[config.mk]
export PLATFORM = sky130hd
export DESIGN_NAME = dmem_bus_arbiter_flat
export DESIGN_NICKNAME = d
export VERILOG_FILES = /design/src/rtl/dmem_bus_arbiter_pkg.sv /design/src/rtl/dmem_bus_arbiter_if.sv /design/src/rtl/dmem_bus_arbiter_rr_select.sv /design/src/rtl/dmem_bus_arbiter.sv /design/src/flat_wrapper.sv
export SDC_FILE = /design/constraint.sdc
export NUM_CORES = 1
export LEC_CHECK = 0
export ABC_AREA = 1
export CAP_MARGIN = 40
export CORE_ASPECT_RATIO = 1.2
export CORE_MARGIN = 1.5
export CORE_UTILIZATION = 52
export DETAILED_ROUTE_END_ITERATION = 16
export PLACE_DENSITY = 0.87
export SYNTH_ARGS = -nofsm -noshare
export SYNTH_HDL_FRONTEND = slang
export SYNTH_HIERARCHICAL = 1
export SYNTH_SLANG_ARGS = --single-unit
[constraint.sdc]
create_clock -name clk -period 8.6 [get_ports clk]
set_input_delay 1.72 -clock clk [delete_from_list [all_inputs] [get_ports clk]]
set_output_delay 1.72 -clock clk [all_outputs]
set_load 0.03 [all_outputs]
[src/rtl/dmem_bus_arbiter_pkg.sv]
// Shared definitions for the data-memory bus arbiter: master indices,
// FSM state encoding and default bus geometry.
package dmem_bus_arbiter_pkg;

  localparam int unsigned MASTER_CPU   = 0;
  localparam int unsigned MASTER_STACK = 1;
  localparam int unsigned MASTER_DMA   = 2;

  localparam int unsigned DEF_NUM_MASTERS = 3;
  localparam int unsigned DEF_ADDR_W      = 8;
  localparam int unsigned DEF_DATA_W      = 8;
  localparam int unsigned DEF_MAX_HOLD    = 16;

  typedef enum logic [1:0] {
    ARB_S     = 2'd0,
    OWN_S     = 2'd1,
    RELEASE_S = 2'd2
  } arb_state_e;

endpackage

[src/rtl/dmem_bus_arbiter_if.sv]
// Data-memory bus bundle: per-master request side plus the shared memory side.
interface dmem_bus_arbiter_if
  import dmem_bus_arbiter_pkg::*;
#(
  parameter int unsigned NUM_MASTERS = DEF_NUM_MASTERS,
  parameter int unsigned ADDR_W      = DEF_ADDR_W,
  parameter int unsigned DATA_W      = DEF_DATA_W
);
  logic [NUM_MASTERS-1:0]        m_req;
  logic [NUM_MASTERS*ADDR_W-1:0] m_addr;
  logic [NUM_MASTERS-1:0]        m_wr;
  logic [NUM_MASTERS-1:0]        m_rd;
  logic [NUM_MASTERS*DATA_W-1:0] m_wdata;
  logic [NUM_MASTERS-1:0]        m_grant;
  logic [DATA_W-1:0]             m_rdata;
  logic [ADDR_W-1:0]             mem_addr;
  logic                          mem_wr;
  logic                          mem_rd;
  logic [DATA_W-1:0]             mem_wdata;
  logic [DATA_W-1:0]             mem_rdata;
  logic                          timeout;
  logic [2:0]                    timeout_id;
  logic                          proto_err;

  // Arbiter side of the bundle.
  modport slave (
    input  m_req, m_addr, m_wr, m_rd, m_wdata, mem_rdata,
    output m_grant, m_rdata, mem_addr, mem_wr, mem_rd, mem_wdata,
    output timeout, timeout_id, proto_err
  );

  // Requesting masters and memory, seen from outside the arbiter.
  modport master (
    output m_req, m_addr, m_wr, m_rd, m_wdata, mem_rdata,
    input  m_grant, m_rdata, mem_addr, mem_wr, mem_rd, mem_wdata,
    input  timeout, timeout_id, proto_err
  );

endinterface

[src/rtl/dmem_bus_arbiter_rr_select.sv]
// Round-robin next-requester search starting just above the last owner.
module dmem_bus_arbiter_rr_select
  import dmem_bus_arbiter_pkg::*;
#(
  parameter int unsigned NUM_MASTERS = DEF_NUM_MASTERS
) (
  input  logic [NUM_MASTERS-1:0] req_i,
  input  logic [2:0]             last_i,
  output logic [NUM_MASTERS-1:0] onehot_o,
  output logic [2:0]             idx_o,
  output logic                   valid_o
);

  int unsigned            cand;
  logic [NUM_MASTERS-1:0] sh;

  always_comb begin
    onehot_o = '0;
    idx_o    = '0;
    valid_o  = 1'b0;
    cand     = 0;
    sh       = '0;
    // Offsets 1..N visit every master once, the last owner being tried last.
    for (int unsigned off = 1; off <= NUM_MASTERS; off++) begin
      cand = (32'(last_i) + off) % NUM_MASTERS;
      sh   = req_i >> cand;
      if (!valid_o && sh[0]) begin
        valid_o  = 1'b1;
        idx_o    = 3'(cand);
        onehot_o = NUM_MASTERS'(1) << cand;
      end
    end
  end

endmodule

[src/rtl/dmem_bus_arbiter.sv]
// Data-memory bus arbiter: round-robin grant held per sequence, one-cycle
// release turnaround, watchdog revoke of a stuck owner.
module dmem_bus_arbiter
  import dmem_bus_arbiter_pkg::*;
#(
  parameter int unsigned NUM_MASTERS = DEF_NUM_MASTERS,
  parameter int unsigned ADDR_W      = DEF_ADDR_W,
  parameter int unsigned DATA_W      = DEF_DATA_W,
  parameter int unsigned MAX_HOLD    = DEF_MAX_HOLD
) (
  input  logic               clk,
  input  logic               rst,
  dmem_bus_arbiter_if.slave  bus
);

  localparam int unsigned         HOLD_W    = (MAX_HOLD > 2) ? $clog2(MAX_HOLD) : 1;
  localparam logic [HOLD_W-1:0]   HOLD_LAST = HOLD_W'((MAX_HOLD == 0) ? 0 : MAX_HOLD - 1);

  arb_state_e             state_q;
  logic [NUM_MASTERS-1:0] grant_q;
  logic [2:0]             owner_q;
  logic [2:0]             last_q;
  logic [HOLD_W-1:0]      hold_q;
  logic [ADDR_W-1:0]      addr_q;
  logic [DATA_W-1:0]      wdata_q;
  logic                   timeout_q;
  logic [2:0]             timeout_id_q;

  logic [NUM_MASTERS-1:0] sel_onehot;
  logic [2:0]             sel_idx;
  logic                   sel_valid;

  logic [ADDR_W-1:0]      own_addr;
  logic [DATA_W-1:0]      own_wdata;
  logic                   own_req;
  logic                   own_wr;
  logic                   own_rd;

  dmem_bus_arbiter_rr_select #(
    .NUM_MASTERS (NUM_MASTERS)
  ) u_rr_select (
    .req_i    (bus.m_req),
    .last_i   (last_q),
    .onehot_o (sel_onehot),
    .idx_o    (sel_idx),
    .valid_o  (sel_valid)
  );

  // grant_q is zero outside OWN, so AND-OR muxing also gates everything off.
  assign own_req = |(bus.m_req & grant_q);
  assign own_wr  = |(bus.m_wr & grant_q);
  assign own_rd  = |(bus.m_rd & grant_q);

  always_comb begin
    own_addr  = '0;
    own_wdata = '0;
    for (int unsigned i = 0; i < NUM_MASTERS; i++) begin
      if (grant_q[i]) begin
        own_addr  |= bus.m_addr[i*ADDR_W +: ADDR_W];
        own_wdata |= bus.m_wdata[i*DATA_W +: DATA_W];
      end
    end
  end

  assign bus.m_grant    = grant_q;
  assign bus.m_rdata    = bus.mem_rdata;
  assign bus.mem_addr   = (|grant_q) ? own_addr : addr_q;
  assign bus.mem_wdata  = (|grant_q) ? own_wdata : wdata_q;
  assign bus.mem_wr     = own_wr;
  assign bus.mem_rd     = own_rd & ~own_wr;
  assign bus.proto_err  = own_wr & own_rd;
  assign bus.timeout    = timeout_q;
  assign bus.timeout_id = timeout_id_q;

  always_ff @(posedge clk or negedge rst) begin
    if (!rst) begin
      state_q      <= ARB_S;
      grant_q      <= '0;
      owner_q      <= '0;
      last_q       <= 3'(NUM_MASTERS - 1);
      hold_q       <= '0;
      addr_q       <= '0;
      wdata_q      <= '0;
      timeout_q    <= 1'b0;
      timeout_id_q <= '0;
    end else begin
      timeout_q <= 1'b0;
      case (state_q)
        ARB_S: begin
          if (sel_valid) begin
            grant_q <= sel_onehot;
            owner_q <= sel_idx;
            hold_q  <= '0;
            state_q <= OWN_S;
          end
        end
        OWN_S: begin
          addr_q  <= own_addr;
          wdata_q <= own_wdata;
          hold_q  <= hold_q + 1'b1;
          if (!own_req) begin
            grant_q <= '0;
            state_q <= RELEASE_S;
          end else if (MAX_HOLD != 0 && hold_q == HOLD_LAST) begin
            grant_q      <= '0;
            state_q      <= RELEASE_S;
            timeout_q    <= 1'b1;
            timeout_id_q <= owner_q;
          end
        end
        RELEASE_S: begin
          last_q  <= owner_q;
          state_q <= ARB_S;
        end
        default: state_q <= ARB_S;
      endcase
    end
  end

endmodule

[src/flat_wrapper.sv]
// flat-port wrapper written by rule: the top's interface ports become plain ports
module dmem_bus_arbiter_flat import dmem_bus_arbiter_pkg::*;
#(
  parameter int unsigned NUM_MASTERS = DEF_NUM_MASTERS,
  parameter int unsigned ADDR_W      = DEF_ADDR_W,
  parameter int unsigned DATA_W      = DEF_DATA_W,
  parameter int unsigned MAX_HOLD    = DEF_MAX_HOLD
)
  (clk, rst, bus_m_req, bus_m_addr, bus_m_wr, bus_m_rd, bus_m_wdata, bus_mem_rdata, bus_m_grant, bus_m_rdata, bus_mem_addr, bus_mem_wr, bus_mem_rd, bus_mem_wdata, bus_timeout, bus_timeout_id, bus_proto_err);
  dmem_bus_arbiter_if #(.NUM_MASTERS(NUM_MASTERS), .ADDR_W(ADDR_W), .DATA_W(DATA_W)) bus_i ();
  input  logic clk;
  input  logic rst;
  input wire logic [$bits(bus_i.m_req)-1:0] bus_m_req;
  input wire logic [$bits(bus_i.m_addr)-1:0] bus_m_addr;
  input wire logic [$bits(bus_i.m_wr)-1:0] bus_m_wr;
  input wire logic [$bits(bus_i.m_rd)-1:0] bus_m_rd;
  input wire logic [$bits(bus_i.m_wdata)-1:0] bus_m_wdata;
  input wire logic [$bits(bus_i.mem_rdata)-1:0] bus_mem_rdata;
  output wire logic [$bits(bus_i.m_grant)-1:0] bus_m_grant;
  output wire logic [$bits(bus_i.m_rdata)-1:0] bus_m_rdata;
  output wire logic [$bits(bus_i.mem_addr)-1:0] bus_mem_addr;
  output wire logic [$bits(bus_i.mem_wr)-1:0] bus_mem_wr;
  output wire logic [$bits(bus_i.mem_rd)-1:0] bus_mem_rd;
  output wire logic [$bits(bus_i.mem_wdata)-1:0] bus_mem_wdata;
  output wire logic [$bits(bus_i.timeout)-1:0] bus_timeout;
  output wire logic [$bits(bus_i.timeout_id)-1:0] bus_timeout_id;
  output wire logic [$bits(bus_i.proto_err)-1:0] bus_proto_err;
  assign bus_i.m_req = bus_m_req;
  assign bus_i.m_addr = bus_m_addr;
  assign bus_i.m_wr = bus_m_wr;
  assign bus_i.m_rd = bus_m_rd;
  assign bus_i.m_wdata = bus_m_wdata;
  assign bus_i.mem_rdata = bus_mem_rdata;
  assign bus_m_grant = bus_i.m_grant;
  assign bus_m_rdata = bus_i.m_rdata;
  assign bus_mem_addr = bus_i.mem_addr;
  assign bus_mem_wr = bus_i.mem_wr;
  assign bus_mem_rd = bus_i.mem_rd;
  assign bus_mem_wdata = bus_i.mem_wdata;
  assign bus_timeout = bus_i.timeout;
  assign bus_timeout_id = bus_i.timeout_id;
  assign bus_proto_err = bus_i.proto_err;
  dmem_bus_arbiter #(.NUM_MASTERS(NUM_MASTERS), .ADDR_W(ADDR_W), .DATA_W(DATA_W), .MAX_HOLD(MAX_HOLD)) u_core (.clk(clk), .rst(rst), .bus(bus_i));
endmodule
==> impl_metrics.csv, run 1 <==
group,metric,value,unit
cells_and_area,fin_util,0.696,
yosys,synthSimpleGateAreaFrac,0.410,
clock_tree,cts.clk_slew.worst_paths,60,ps
routing,vias_per_cell,5.43,
sta,period_share,0.580,
worst_setup_path,required,6880,ps
cells_and_area,n_antenna_cell,0,
run,cap_violations,0,
placed_design,portBuffers,84,
yosys,syn_inst,462,
clock_tree,clkLatencyLatePin,290,ps
yosys,synth_adder_area_share,0.0782,
routing,firstDrtPassIters,5,
die,die_w,76.4,um
pwr,p_per_area,470,mW/mm^2
worst_setup_path,startpoint_type,"input pin",
yosys,synthTopCellsByArea,"dfrtp_1 25%, nand2_1 15%, ha_1 7.8%",
sta,tns,0,ps
yosys,ys_seq_elements,35,
die,dieArea,0.00696,sq mm
placed_design,place.detailed.hpwl,6780,um
sta,min_period,4980,ps
yosys,synth-edff-count,0,
grt,grt_pass1_vias,3214,
grt,grt_max_degree,36,
routing,wl_per_cell,13.9,um
placed_design,gp_congestion,0.868,
die,die_h,91.1,um
placed_design,place_ws,3640,ps
yosys,mappedNetlistNets,550,
sta,max_slew_margin,0.436,
routing,wirelength,8600,um
worst_setup_path,crit_arrival,3260,ps
clock_tree,clkSinkCount,35,
yosys,postSynthAreaPerCell,7.28,sq um
yosys,async_flop_share,1.00,
cells_and_area,area_growth,26.9,%
worst_setup_path,end_kind,"output pin",
yosys,yosysMostFrequentCell,"nand2_1",
yosys,synth-main-ff-cell,"dfrtp_1",
sta,timing.fmax,0.201,GHz
die,start_util,0.549,
cells_and_area,drive_above_1_share,0.163,
yosys,syn_area,0.00336,sq mm
yosys,ys_top_cells_by_count,"137 x nand2_1, 42 x nand3_1, 40 x inv_1",
yosys,synth_top_family_by_area,"simple AND/OR/NAND/NOR gates",
clock_tree,post_cts_buffers,0,
sta,hold_viol_final,0,
clock_tree,ctsResizeCount,0,
yosys,yosysSeqAreaShare,0.261,
pwr,peakVddDrop,467,uV
sta,setup_violations,0,
yosys,synth_top_area_frac,0.253,
grt,grt.total_usage,0.264,
yosys,synthMuxAreaShare,0,
yosys,synth_xor_area_frac,0.0100,
worst_setup_path,worstPathMaxFanout,3,
grt,antenna_found_initial,0,
clock_tree,hold_buffers,0,
yosys,yosys_warnings,6,
clock_tree,cts_root_buffer,"clkbuf_8",
grt,overflow,0,
routing,drcViolationCount,0,
worst_setup_path,critPathKind,"in -> out",
clock_tree,numCtsBuffers,5,
grt,grt_pass1_wl,15000,um
sta,tightest_slew,846,ps
run_status,status,"finished clean",
sta,rsz0062_at_grt,"no",
pwr,p_leak,1.96,nW
clock_tree,htreeDepth,2,
yosys,synth-compound-area-share,0.133,
routing,drt-initial-drc-count,219,
sta,fin_worst_skew,7.61,ps
routing,antenna_left,0,
cells_and_area,nets,622,
yosys,synth_top_cell_by_area,"dfrtp_1",
clock_tree,cts_tree,"yes",
die,core_area,0.00613,sq mm
min_path,hp-class,"reg -> reg",
routing,num_vias,3348,
sta,worst_slack,3620,ps
die,placementRows,31,
sta,slew_violations,0,
yosys,synthDistinctLibCells,34,
die,pin_count,101,
clock_tree,clockBufferDepth,2,
-- stage by stage --
stage | instances | instance area, sq um | hold slack, ps | power, mW
global placement | 608 | 4150 | 465 | 1.79
floorplan | 462 | 3360 | 486 | 1.53
detailed placement | 609 | 4180 | 479 | 1.88
global route | 617 | 4270 | 516 | 2.22
finish | 617 | 4270 | 494 | 2.00
CTS | 617 | 4270 | 496 | 2.00
-- where the power goes --
group | switching, mW | internal (mW)
Clock | 0.0567 | 0.0646
Combinational | 1.00 | 0.580
Sequential | 0.0671 | 0.234
-- metal layers --
layer,part of all wire,track usage,vias up,wire (um)
li1,-,-,1674,-
met1,0.42,0.304,1574,3590
met2,0.52,0.488,90,4440
met3,0.050,0.0422,10,428
met4,0.016,0.0910,0,136
met5,0,0,-,0
-- logic make-up after synthesis --
group	Yosys count
AO/OA/AOI/OAI	48
XOR/XNOR	3
adder cells (fa/ha/maj)	21
buffers and inverters	72
flip-flops	35
other	1
AND/OR/NAND/NOR	282
-- flip-flops by register name (all words and copies together) (netlist names) --
name and flops:
u_core/addr_q 8, u_core/bus.m_grant 3, u_core/bus.timeout 1, u_core/bus.timeout_id 3
u_core/hold_q 4, u_core/last_q 3, u_core/owner_q 3, u_core/state_q 2
u_core/wdata_q 8
-- path summary, 6_finish.rpt --
check / startpoint / to / slack (ps) / cells past startpoint
max: bus_m_wr[1] / bus_mem_rd / 3620 / 5
min: u_core/bus.timeout_id[0] / u_core/bus.timeout_id[0] / 490 / 2
max reg2reg: u_core/last_q[0] / u_core/bus.m_grant[1] / 4560 / 26
min reg2reg: u_core/bus.timeout_id[0] / u_core/bus.timeout_id[0] / 490 / 2
max in group asynchronous: rst / u_core/last_q[1] / 6430 / 2
min in group asynchronous: rst / u_core/bus.timeout_id[2] / 1840 / 2
-- placed cells by master (no fill, tap or decap), types with 3 or more instances in the layout --
master           Yosys  routed
nand2_1            137     137
clkdlybuf4s50_1      0      84
nand3_1             42      42
inv_1               40      40
dfrtp_1             34      34
nor2_1              29      29
nand4_1             27      27
nand2_2             22      22
ha_1                21      21
o21ai_0             14      14
a41oi_2             12      12
inv_2               11      11
nor2_2               7       7
a21oi_1              7       7
clkbuf_8             0       6
nand2_4              5       5
o21ai_2              5       5
nor2_4               4       4
a41oi_1              4       4
nand3_2              3       3
-- worst max-delay path, stage by stage --
cell and delay [ps]:
clkdlybuf4s50_1 400, nand2_1 70, nand3_1 130, a31oi_1 230
clkdlybuf4s50_1 720
-- area by class of cell --
cell class / instances / area, sq um
clock buffer: 7 / 86.3
clock inverter: 1 / 5.00
fill: 530 / 1860
inverter: 51 / 191
multi-input combinational: 355 / 2130
sequential: 35 / 877
tap: 82 / 103
timing repair buffer: 86 / 876
Power figures use the tool's default switching activity.
==> run 2: changes to the inputs <==
--- a/config.mk
+++ b/config.mk
@@ -9,9 +9,9 @@
 export CAP_MARGIN = 40
 export CORE_ASPECT_RATIO = 1.2
 export CORE_MARGIN = 1.5
-export CORE_UTILIZATION = 52
+export CORE_UTILIZATION = 44
 export DETAILED_ROUTE_END_ITERATION = 16
-export PLACE_DENSITY = 0.87
+export PLACE_DENSITY = 0.79
 export SYNTH_ARGS = -nofsm -noshare
 export SYNTH_HDL_FRONTEND = slang
 export SYNTH_HIERARCHICAL = 1
==> constraint.sdc (replaced) <==
create_clock -name clk -period 4.55 [get_ports clk]
set_input_delay 0.91 -clock clk [delete_from_list [all_inputs] [get_ports clk]]
set_output_delay 0.91 -clock clk [all_outputs]
set_load 0.03 [all_outputs]
==> run 2 against run 1 <==
  * Highest routed layer unchanged
  * Setup slack worse by 3000 ps
  * First-iteration DRC count is 31% lower
  * Utilization fell by 11 points
  * Count of clock-buffer cells in the layout unchanged
  * Critical path type is now reg -> reg
  * Largest power group unchanged
==> impl_metrics.csv, run 2 (same netlist as run 1, synthesis figures left out) <==
group,metric,value,unit
clock_tree,post_cts_buffers,0,
cells_and_area,nets,623,
sta,rsz0062_at_grt,"no",
worst_setup_path,r2r_start,"u_core/last_q[0]",
clock_tree,ctsResizeCount,0,
grt,antenna_found_initial,0,
routing,antenna_left,0,
sta,tns,0,ps
routing,vias_per_cell,5.42,
grt,grt.total_usage,0.210,
clock_tree,cts_tree,"yes",
routing,firstDrtPassIters,4,
clock_tree,cts.clk_slew.worst_paths,70,ps
die,die_h,98.8,um
die,die_w,82.8,um
routing,num_vias,3396,
placed_design,portBuffers,84,
clock_tree,numCtsBuffers,5,
clock_tree,clockBufferDepth,2,
pwr,total_power,3.75,mW
clock_tree,cts_root_buffer,"clkbuf_8",
pwr,clkPwrFrac,0.057,
min_path,hold_start,"u_core/bus.timeout_id[1]",
routing,drt-initial-drc-count,152,
die,dieArea,0.00818,sq mm
cells_and_area,layout_commonest_cell,"nand2_1",
worst_setup_path,crit_arrival,4120,ps
routing,wirelength,8540,um
min_path,hp-class,"reg -> reg",
pwr,seqPwrFrac,0.149,
sta,hold_viol_final,0,
clock_tree,clkSinkCount,35,
cells_and_area,fin_util,0.583,
cells_and_area,fillers,682,
die,start_util,0.459,
sta,slew_violations,0,
sta,fin_worst_skew,7.07,ps
pwr,p_per_area,878,mW/mm^2
placed_design,dpl.cell_count,618,
die,core_area,0.00732,sq mm
routing,drcViolationCount,0,
pwr,p_sw,2.11,mW
worst_setup_path,required,4720,ps
clock_tree,htreeDepth,2,
worst_setup_path,critPathKind,"reg -> reg",
routing,wl_per_cell,13.6,um
cells_and_area,fin_cells,626,
sta,timing.fmax,0.253,GHz
clock_tree,hold_buffers,0,
pwr,swShare,0.562,
cells_and_area,ff_latch_area,877,sq um
run_status,status,"finished clean",
placed_design,gp_congestion,0.858,
sta,tightest_slew,844,ps
worst_setup_path,startpoint_type,"flip-flop",
pwr,p_leak,1.96,nW
sta,period_share,0.869,
worst_setup_path,end_kind,"flip-flop",
sta,whs,489,ps
pwr,internal_power,1.64,mW
clock_tree,clkLatencyLatePin,280,ps
die,placementRows,34,
grt,overflow,0,
cells_and_area,area_growth,26.9,%
pwr,p_comb_frac,0.795,
run,cap_violations,0,
cells_and_area,n_antenna_cell,0,
worst_setup_path,worstPathMaxFanout,15,
placed_design,place.detailed.hpwl,6530,um
grt,grt_pass1_wl,13600,um
grt,grt_pass1_vias,3237,
die,pin_count,101,
pwr,peakVddDrop,605,uV
cells_and_area,multi_input_area,0.00213,sq mm
worst_setup_path,cp-startpoint,"u_core/last_q[0]",
sta,min_period,3950,ps
cells_and_area,reg_top3,"u_core/addr_q (8), u_core/wdata_q (8), u_core/hold_q (4)",
cells_and_area,final_cell_mix,"137 x nand2_1, 84 x clkdlybuf4s50_1, 42 x nand3_1, 40 x inv_1, 34 x dfrtp_1",
cells_and_area,drive_above_1_share,0.162,
grt,grt_max_degree,36,
sta,setup_violations,0,
sta,max_slew_margin,0.437,
[run 2: worst max-delay path, cell delays in order (launching register included)]
cell and delay, ps:
dfrtp_1 730, inv_1 160, ha_1 270, inv_2 50, nand2_1 50, nand2_2 140
nor2_4 60, ha_1 230, a21oi_4 190, nand3_1 90, nand2_1 160, inv_1 60
ha_1 170, inv_1 110, nand3_4 100, nor2_4 120, inv_2 60, o21ai_2 170
inv_1 90, nor2_2 90, nand4_2 100, nand4_1 110, nand2_1 120, nand2_1 150
nand2_2 90, nand2_1 60, nand2_1 70
[run 2: routing by layer]
layer	GRT usage	routed length [um]	share of wire	vias to the layer above
li1	-	-	-	1674
met1	0.226	3440	0.40	1587
met2	0.393	4260	0.50	125
met3	0.0389	707	0.083	10
met4	0.0756	126	0.015	0
met5	0	0	0	-
[run 2: worst paths after layout]
check                                                 to  slack, ps  cells after the start
min in group asynchronous               u_core/addr_q[3]       1040                      2
max in group asynchronous               u_core/last_q[1]       3170                      2
worst max register to register     u_core/bus.m_grant[0]        600                     26
worst max-delay path               u_core/bus.m_grant[0]        600                     26
worst min register to register  u_core/bus.timeout_id[1]        490                      2
worst min-delay path            u_core/bus.timeout_id[1]        490                      2
[run 2: stage by stage]
step | instance area, sq um | worst slack (ps)
finish | 4270 | 598
global route | 4270 | 202
CTS | 4270 | 612
detailed placement | 4190 | 648
global placement | 4170 | 708
floorplan | 3360 | 1170
[run 2: power by group through the flow]
stage                     combinational (mW)  sequential, mW  clock [mW]
after floorplan                         2.36           0.527           0
after global placement                  2.86           0.555           0
after detailed placement                2.96           0.560           0
after CTS                               2.97           0.556       0.220
after global routing                    3.33           0.575       0.233
final                                   2.98           0.557       0.212
[run 2: layout make-up]
type,count,share of cell area
well taps,90,0.0264
flip-flops and latches,35,0.206
repair buffers,87,0.205
inverters,51,0.0449
clock buffers,7,0.0179
clock inverters,1,0.00117
multi-input cells,355,0.499
==> run 3: changes to the inputs <==
--- a/config.mk
+++ b/config.mk
@@ -9,9 +9,10 @@
 export CAP_MARGIN = 40
 export CORE_ASPECT_RATIO = 1.2
 export CORE_MARGIN = 1.5
-export CORE_UTILIZATION = 44
+export CORE_UTILIZATION = 59
 export DETAILED_ROUTE_END_ITERATION = 16
-export PLACE_DENSITY = 0.79
+export DONT_BUFFER_PORTS = 1
+export PLACE_DENSITY = 0.78
 export SYNTH_ARGS = -nofsm -noshare
 export SYNTH_HDL_FRONTEND = slang
 export SYNTH_HIERARCHICAL = 1
==> run 3 against run 2 <==
  * Setup slack better by 37 ps
  * First-iteration DRC count increased by 34%
  * Routed wire length decreased by 13%
  * Register-to-register slack improved by 40 ps
  * Non-clock buffer count fell by 83
  * Worst hold slack got worse by 170 ps
  * Via count down 11%
  * Final cell count fell by 18%
  * Critical path depth unchanged
  * Critical path type unchanged
  * Highest routed layer unchanged
==> impl_metrics.csv, run 3 (same netlist as run 1, synthesis figures left out) <==
group,metric,value,unit
run_status,status,"finished clean",
die,core_area,0.00541,sq mm
sta,slew_violations,0,
sta,tightest_slew,714,ps
placed_design,place.detailed.hpwl,5870,um
worst_setup_path,end_kind,"flip-flop",
sta,setup_violations,0,
worst_setup_path,startpoint_type,"flip-flop",
sta,hold_viol_final,0,
worst_setup_path,crit_arrival,4130,ps
die,die_w,71.9,um
worst_setup_path,r2r_start,"u_core/last_q[0]",
cells_and_area,fin_util,0.641,
clock_tree,htreeDepth,2,
worst_setup_path,rr_worst_depth,26,
cells_and_area,reg_top3,"u_core/addr_q (8), u_core/wdata_q (8), u_core/hold_q (4)",
routing,vias_per_cell,5.87,
sta,max_slew_margin,0.522,
cells_and_area,nets,540,
cells_and_area,final_cell_mix,"137 x nand2_1, 42 x nand3_1, 40 x inv_1, 34 x dfrtp_1, 29 x nor2_1",
worst_setup_path,worstSetupPathDepth,26,
worst_setup_path,critPathKind,"reg -> reg",
clock_tree,hold_buffers,0,
die,start_util,0.622,
clock_tree,clockBufferDepth,2,
placed_design,portBuffers,0,
clock_tree,cts_tree,"yes",
routing,wl_per_cell,14.4,um
worst_setup_path,crit_path_top_delay_cell,"dfrtp_1",
placed_design,place_ws,655,ps
worst_setup_path,crit_top_cell,"nand2_1",
routing,firstDrtPassIters,5,
clock_tree,cts_root_buffer,"clkbuf_8",
cells_and_area,drive_above_1_share,0.194,
routing,drcViolationCount,0,
run,cap_violations,0,
worst_setup_path,cp-startpoint,"u_core/last_q[0]",
cells_and_area,area_growth,3.09,%
worst_setup_path,cp_num_buf_inv,5,
grt,grt.total_usage,0.240,
worst_setup_path,slowest_delay,700,ps
sta,worst_slack,635,ps
routing,wirelength,7390,um
die,pin_count,101,
clock_tree,numCtsBuffers,5,
routing,antenna_left,0,
die,placementRows,29,
grt,overflow,0,
routing,num_vias,3023,
worst_setup_path,rrSetupSlack,630,ps
worst_setup_path,worstPathMaxFanout,15,
sta,min_period,3920,ps
sta,fin_worst_skew,5.57,ps
clock_tree,ctsResizeCount,0,
die,die_h,85.7,um
worst_setup_path,endpoint,"u_core/bus.m_grant[2]",
min_path,hp-class,"in -> async",
sta,tns,0,ps
cells_and_area,n_antenna_cell,0,
cells_and_area,layout_commonest_cell,"nand2_1",
clock_tree,clkLatencyLatePin,280,ps
grt,grt_max_degree,36,
grt,grt_pass1_wl,12000,um
placed_design,gp_congestion,0.900,
worst_setup_path,critical-path-top-delay-family,"simple AND/OR/NAND/NOR gates",
sta,period_share,0.861,
worst_setup_path,worst_r2r_endpoint,"u_core/bus.m_grant[2]",
die,dieArea,0.00616,sq mm
grt,grt_pass1_vias,2798,
clock_tree,cts.clk_slew.worst_paths,70,ps
clock_tree,clkSinkCount,35,
sta,rsz0062_at_grt,"no",
sta,timing.fmax,0.255,GHz
worst_setup_path,required,4770,ps
grt,antenna_found_initial,0,
clock_tree,post_cts_buffers,0,
routing,drt-initial-drc-count,204,
-- run 3: area by class of cell --
cell class / count / area, sq um
Clock buffer: 7 / 76.3
Sequential cell: 35 / 877
Timing Repair Buffer: 4 / 110
Inverter: 51 / 191
Multi-Input combinational cell: 355 / 2130
Fill cell: 486 / 1940
Tap cell: 62 / 77.6
Clock inverter: 1 / 5.00
-- run 3: routing by layer --
| layer | track usage | wire, um | vias to the layer above | share of wire |
|---|---|---|---|---|
| li1 | - | - | 1504 | - |
| met1 | 0.265 | 3000 | 1388 | 0.41 |
| met2 | 0.459 | 3830 | 116 | 0.52 |
| met3 | 0.0364 | 429 | 15 | 0.058 |
| met4 | 0.0806 | 130 | 0 | 0.018 |
| met5 | 0 | 0 | - | 0 |
-- run 3: worst register-to-register path, delay by kind of cell (launching register included) --
family / cells / cell delay, ps
DFF: 1 / 700
adders and majority gates: 3 / 670
AOI/OAI and AO/OA: 1 / 200
buffers and inverters: 5 / 460
and+or+nand+nor: 16 / 1540
xor gates and xnor gates: 1 / 240
-- run 3: worst min-delay path by stage --
stage | start | endpoint | slack, ps
4_1_cts | rst | u_core/last_q[0] | 310
3_3_place_gp | u_core/owner_q[2] | u_core/bus.timeout_id[2] | 530
6_report | rst | u_core/wdata_q[5] | 320
3_5_place_dp | u_core/owner_q[1] | u_core/last_q[1] | 530
5_1_grt | rst | u_core/wdata_q[5] | 310
2_1_floorplan | u_core/hold_q[0] | u_core/hold_q[0] | 490
-- run 3: stage by stage --
| stage | hold WS (ps) | std cells | cell area, sq um |
|---|---|---|---|
| 3_3_place_gp | 529 | 503 | 3270 |
| 5_1_grt | 308 | 515 | 3470 |
| 4_1_cts | 312 | 515 | 3470 |
| 3_5_place_dp | 525 | 507 | 3380 |
| 6_report | 316 | 515 | 3470 |
| 2_1_floorplan | 486 | 462 | 3360 |
Power of run 3 is not shown: default switching activity piles up to over one toggle a cycle in this logic, so the estimate is an artifact.
